File: config.mk
export PLATFORM = sky130hd
export DESIGN_NAME = stopwatch_core
export DESIGN_NICKNAME = d
export VERILOG_FILES = /design/src/rtl/stopwatch_core.sv
export SDC_FILE = /design/constraint.sdc
export NUM_CORES = 1
export LEC_CHECK = 0
export CORE_ASPECT_RATIO = 1.1
export CORE_MARGIN = 2
export CORE_UTILIZATION = 35
export CTS_CLUSTER_DIAMETER = 100
export DETAILED_ROUTE_END_ITERATION = 10
export SYNTH_ARGS = -nofsm -noshare
export SYNTH_HDL_FRONTEND = slang
export SYNTH_SLANG_ARGS = --single-unit
File: constraint.sdc
create_clock -name clk -period 2.74 [get_ports clk]
set_clock_uncertainty 0.05 [all_clocks]
set_input_delay 0.411 -clock clk [delete_from_list [all_inputs] [get_ports clk]]
set_output_delay 0.411 -clock clk [all_outputs]
set_load 0.01 [all_outputs]
File: src/rtl/stopwatch_core.sv
// Centisecond stopwatch: 100 Hz prescaler, run/pause/clear FSM, 4-digit BCD SS.hh for the 7-seg driver.
// Optional lap/freeze display feature is enabled by defining STOPWATCH_LAP_EN.
module stopwatch_core #(
    parameter int TICK_DIV = 1000000
) (
    input  logic        clk,
    input  logic        rst_n,
    input  logic        i_start_stop,
    input  logic        i_clear,
    input  logic        i_lap,
    output logic [15:0] o_data,
    output logic [1:0]  o_dot_pos,
    output logic        o_running,
    output logic        o_wrap
);

    localparam int PW = $clog2(TICK_DIV);
    localparam logic [PW-1:0] PRESCALE_LAST = PW'(TICK_DIV - 1);

    typedef enum logic [1:0] {
        IDLE  = 2'd0,
        RUN   = 2'd1,
        PAUSE = 2'd2
    } state_t;

    state_t        state, state_next;
    logic [PW-1:0] prescale, prescale_next;
    logic [15:0]   count, count_next;
    logic [15:0]   data_next;
    logic          start_prev;
    logic          armed;
    logic          start_edge;
    logic          tick;
    logic          wrap_next;

    // One-digit-at-a-time ripple increment; a digit at 9 (or any illegal value) wraps and carries.
    function automatic logic [15:0] bcd_inc(input logic [15:0] value);
        logic [15:0] result;
        logic        carry;
        result = value;
        carry  = 1'b1;
        for (int d = 0; d < 4; d++) begin
            if (carry) begin
                if (value[d*4 +: 4] >= 4'd9) begin
                    result[d*4 +: 4] = 4'd0;
                end else begin
                    result[d*4 +: 4] = value[d*4 +: 4] + 4'd1;
                    carry            = 1'b0;
                end
            end
        end
        return result;
    endfunction

    // armed stays low for the first cycle out of reset so a level already high
    // at reset release is absorbed into the prev register instead of firing an edge.
    assign start_edge = i_start_stop & ~start_prev & armed;

    always_comb begin
        // NOTE: every signal driven here gets a default first, so no path leaves it unassigned and no latch is inferred.
        state_next    = state;
        prescale_next = prescale;
        count_next    = count;
        tick          = 1'b0;
        wrap_next     = 1'b0;

        if (i_clear) begin
            state_next    = IDLE;
            prescale_next = '0;
            count_next    = '0;
        end else begin
            unique case (state)
                IDLE: begin
                    prescale_next = '0;
                    if (start_edge) state_next = RUN;
                end
                RUN: begin
                    if (prescale == PRESCALE_LAST) begin
                        prescale_next = '0;
                        tick          = 1'b1;
                    end else begin
                        prescale_next = prescale + PW'(1);
                    end
                    if (start_edge) state_next = PAUSE;
                end
                PAUSE: begin
                    if (start_edge) state_next = RUN;
                end
                default: state_next = IDLE;
            endcase

            if (tick) begin
                count_next = bcd_inc(count);
                wrap_next  = (count == 16'h9999);
            end
        end
    end

`ifdef STOPWATCH_LAP_EN
    logic lap_prev;
    logic lap_edge;
    logic freeze;
    logic freeze_next;

    assign lap_edge = i_lap & ~lap_prev & armed;

    always_comb begin
        freeze_next = freeze;
        if (i_clear) begin
            freeze_next = 1'b0;
        end else if (lap_edge && state != IDLE) begin
            freeze_next = ~freeze;
        end
    end

    // While frozen the display register simply holds; releasing reloads the live count on that edge.
    assign data_next = freeze_next ? o_data : count_next;

    always_ff @(posedge clk) begin
        if (!rst_n) begin
            lap_prev <= 1'b0;
            freeze   <= 1'b0;
        end else begin
            lap_prev <= i_lap;
            freeze   <= freeze_next;
        end
    end
`else
    logic unused_lap;
    assign unused_lap = i_lap;
    assign data_next  = count_next;
`endif

    always_ff @(posedge clk) begin
        // NOTE: state registers use non-blocking assignments so every flop samples pre-edge values.
        if (!rst_n) begin
            state      <= IDLE;
            prescale   <= '0;
            count      <= '0;
            start_prev <= 1'b0;
            armed      <= 1'b0;
            o_data     <= '0;
            o_running  <= 1'b0;
            o_wrap     <= 1'b0;
        end else begin
            state      <= state_next;
            prescale   <= prescale_next;
            count      <= count_next;
            start_prev <= i_start_stop;
            armed      <= 1'b1;
            o_data     <= data_next;
            o_running  <= (state_next == RUN);
            o_wrap     <= wrap_next;
        end
    end

    assign o_dot_pos = 2'd2;

endmodule
==> results.md <==
* CTS Hold Bufs at 0
* Crit end category: flip-flop
* Number of global-route vias before repair at 1926
* Setup TNS at 0 ns
* Final Wtd Congestion at 0.812
* Die width at 82.5 um
* Maximum VDD drop at 0.000235 V
* Top layer in use: met4
* DRC at 0
* CP max-delay cell: or3b_2
* Critical R2R Launch: count[1]$_SDFFE_PP0P_
* Crit start category: flip-flop
* Worst hold slack at 0.439 ns
* PD cells at 377 nW/um2
* Worst path max stage delay at 0.51 ns
* Synthesized area at 2370 um2
* Maxcap violations at 0
* Post-synthesis instance total at 281
* Top FF cell, synth: dfxtp_1
* Vias per Instance at 5.24
* Tcrit/Tclk final at 77.8%
* Arrival time worst endpoint at 2.32 ns
* Largest net degree at the start of global routing at 20
* Routed WL at 4.95 mm
* Seq/Total Area, Yosys at 35.4%
* Design area at 2720 um2
* CTS H-Tree Depth at 2
* Routed met2 length at 2.39 mm
* Ratio of cells with drive above 1 in the final layout at 7.62%
* Final Non-Filler Cells at 384
* Detailed Place HPWL at 3.64 mm
* Pins over their slew limit at 0
* Clock Latency Late Sink at 0.29 ns
* Post-synthesis register bit count at 42
* IO Port Bufs at 21
* EDFF count, synth at 0
* Initial core utilization at 36.0%
* Post-Place Cell Area at 2640 um2
* Status: finished clean
* Synth top area share at 35.4%
* Crit Path Category: flip-flop to flip-flop
* CTS root buf: clkbuf_8
* Total iterations of the first detailed-routing run at 4
* Met1 Routed Length at 2.30 mm
* Die ar. at 7460 um2
* CP endpoint: count[9]$_SDFFE_PP0P_
* Post-synth top area cell: dfxtp_1
* First-pass GRT wire length at 8.78 mm
* Initial DRC count at 92
* Leak at 0.945 nW
* Post-synth ARST share at 0%
* CP max FO at 8
* Sink Count at 42
* Clock Pin Slew Worst Setup and Hold Paths at 0.08 ns
* Layout net count at 320
* Post-synthesis net count at 299
* Diode count at 0
* RSZ-0062 raised after global routing: no
* Min cycle time layout at 2.13 ns
* Achievable frequency at 469 MHz
* CTS buffer count at 5
* Initial antenna violation count at 0
* Filler instances at 689
* Synthesized area per cell at 8.45 um2
* WL per Instance at 12.9 um
* Chip height at 90.4 um
* Cells along the critical path: inv_1 -> ha_1 -> or3b_2 -> and3_1 -> nand4_2 -> mux2_2 -> nor2_1
* Setup violators final at 0
* Worst R2R Path Depth at 7
* R2R setup slack at 0.61 ns
* GRT Residual Overflow at 0
* Io pins at 25
* Post-cts resize count at 0
* Netlist cell types at 56
* Area grow syn2layout at 14.6%
* CTS tree: yes
* Synth Warn # at 0
* Data required, critical path at 2.93 ns
* CTS Buffer Depth at 2
* Worst R2R End: count[9]$_SDFFE_PP0P_
* Routed Antenna Nets at 0
* Routed via count at 2011
* WL met3 at 196 um
* CP Launch Point: count[1]$_SDFFE_PP0P_
* Min-Delay Path Class: flip-flop to flip-flop
* Tot GR Track Use at 14.6%
* # Post-CTS Setup Buffers at 0
* Cells after DPL at 377
* Num rows at 31
* Area contributors post-synth: dfxtp_1 35%, ha_1 6.8%, nand2_1 4.7%
* Final hold violations at 0
* Core area at 6590 um2
-- cell usage after synthesis, types with 2 or more instances --
cell type / n
a21o_1: 2
a21oi_1: 18
a31oi_1: 10
and2_1: 2
and3_1: 10
and4_1: 6
buf_2: 2
buf_4: 4
buf_6: 3
clkbuf_1: 3
conb_1: 2
dfxtp_1: 42
ha_1: 13
inv_1: 17
mux2i_1: 5
nand2_1: 30
nand2b_1: 5
nand3_1: 10
nand3b_1: 3
nand4_1: 7
nor2_1: 20
nor2b_1: 3
nor3b_1: 3
nor4_1: 3
o21a_1: 2
o21ai_0: 11
o21ai_1: 7
or3_1: 8
xor2_1: 3
-- kinds of logic (layout without fill, tap and decap cells) --
| logic type | count (synthesis) | in the layout | synth area share [%] |
|---|---|---|---|
| other | 2 | 2 | 0.316 |
| flip-flops | 42 | 42 | 35.4 |
| adder cells (fa/ha/maj) | 13 | 13 | 6.85 |
| AND/OR/NAND/NOR | 123 | 123 | 30.0 |
| buffers and inverters | 30 | 51 | 6.43 |
| multiplexers | 6 | 6 | 2.58 |
| AO/OA/AOI/OAI | 61 | 61 | 17.0 |
| XOR/XNOR | 4 | 4 | 1.48 |
-- worst min path at each step --
stage | startpoint | endpoint | depth (start not counted)
2_1_floorplan | rst_n | armed$_DFF_P_ | 0
3_3_place_gp | prescale[5]$_SDFFE_PP0P_ | prescale[5]$_SDFFE_PP0P_ | 1
4_1_cts | prescale[19]$_SDFFE_PP0P_ | prescale[19]$_SDFFE_PP0P_ | 1
5_1_grt | prescale[15]$_SDFFE_PP0P_ | prescale[15]$_SDFFE_PP0P_ | 2
6_report | prescale[12]$_SDFFE_PP0P_ | prescale[12]$_SDFFE_PP0P_ | 2
3_5_place_dp | prescale[19]$_SDFFE_PP0P_ | prescale[19]$_SDFFE_PP0P_ | 1
-- routing by layer --
metal,vias up,track usage (%)
met1,935,18.5
met5,-,0
met4,0,5.46
met3,5,3.10
li1,1034,-
met2,37,23.9
-- area by class of cell --
type	instances	area, um2	area share, %
flip-flops and latches	42	841	30.9
multi-input cells	209	1380	50.7
repair buffers	27	255	9.38
well taps	82	103	3.77
clock buffers	5	68.8	2.53
clock inverters	2	10.0	0.368
inverters	17	63.8	2.34
-- stage by stage --
stage          util [%]  worst slack [ns]  total power [mW]
2_1_floorplan         -             0.690             0.646
3_3_place_gp       40.1             0.544             0.656
3_5_place_dp       40.1             0.503             0.656
4_1_cts            41.3             0.585              1.05
5_1_grt            41.3             0.427              1.07
6_report           41.3             0.608              1.03
-- flip-flops by register name, summed over array words and instances (netlist names) --
signal,count
prescale,20
count,16
state,2
armed,1
o_running,1
o_wrap,1
start_prev,1
-- power breakdown --
group	switching, mW	total [mW]	internal, mW
registers	0.00123	0.614	0.612
clock network	0.213	0.385	0.171
logic	0.0168	0.0278	0.0110
total	0.231	1.03	0.795
-- worst max-delay path: cells and delay by family (launching register included) --
kind                       cells  cell delay (ns)
adders and majority gates      1             0.19
buffers and inverters          1             0.08
muxes                          1             0.35
and+or+nand+nor                4             1.01
DFF                            1             0.39
-- placed cells by master (no fill, tap or decap), types with 8 or more instances in the layout --
master	instances
a21oi_1	18
nor2_1	20
clkdlybuf4s50_1	21
and3_1	10
dfxtp_1	42
o21ai_0	11
nand3_1	10
or3_1	8
a31oi_1	10
nand2_1	30
ha_1	13
inv_1	17
(Power assumes the default switching activity.)
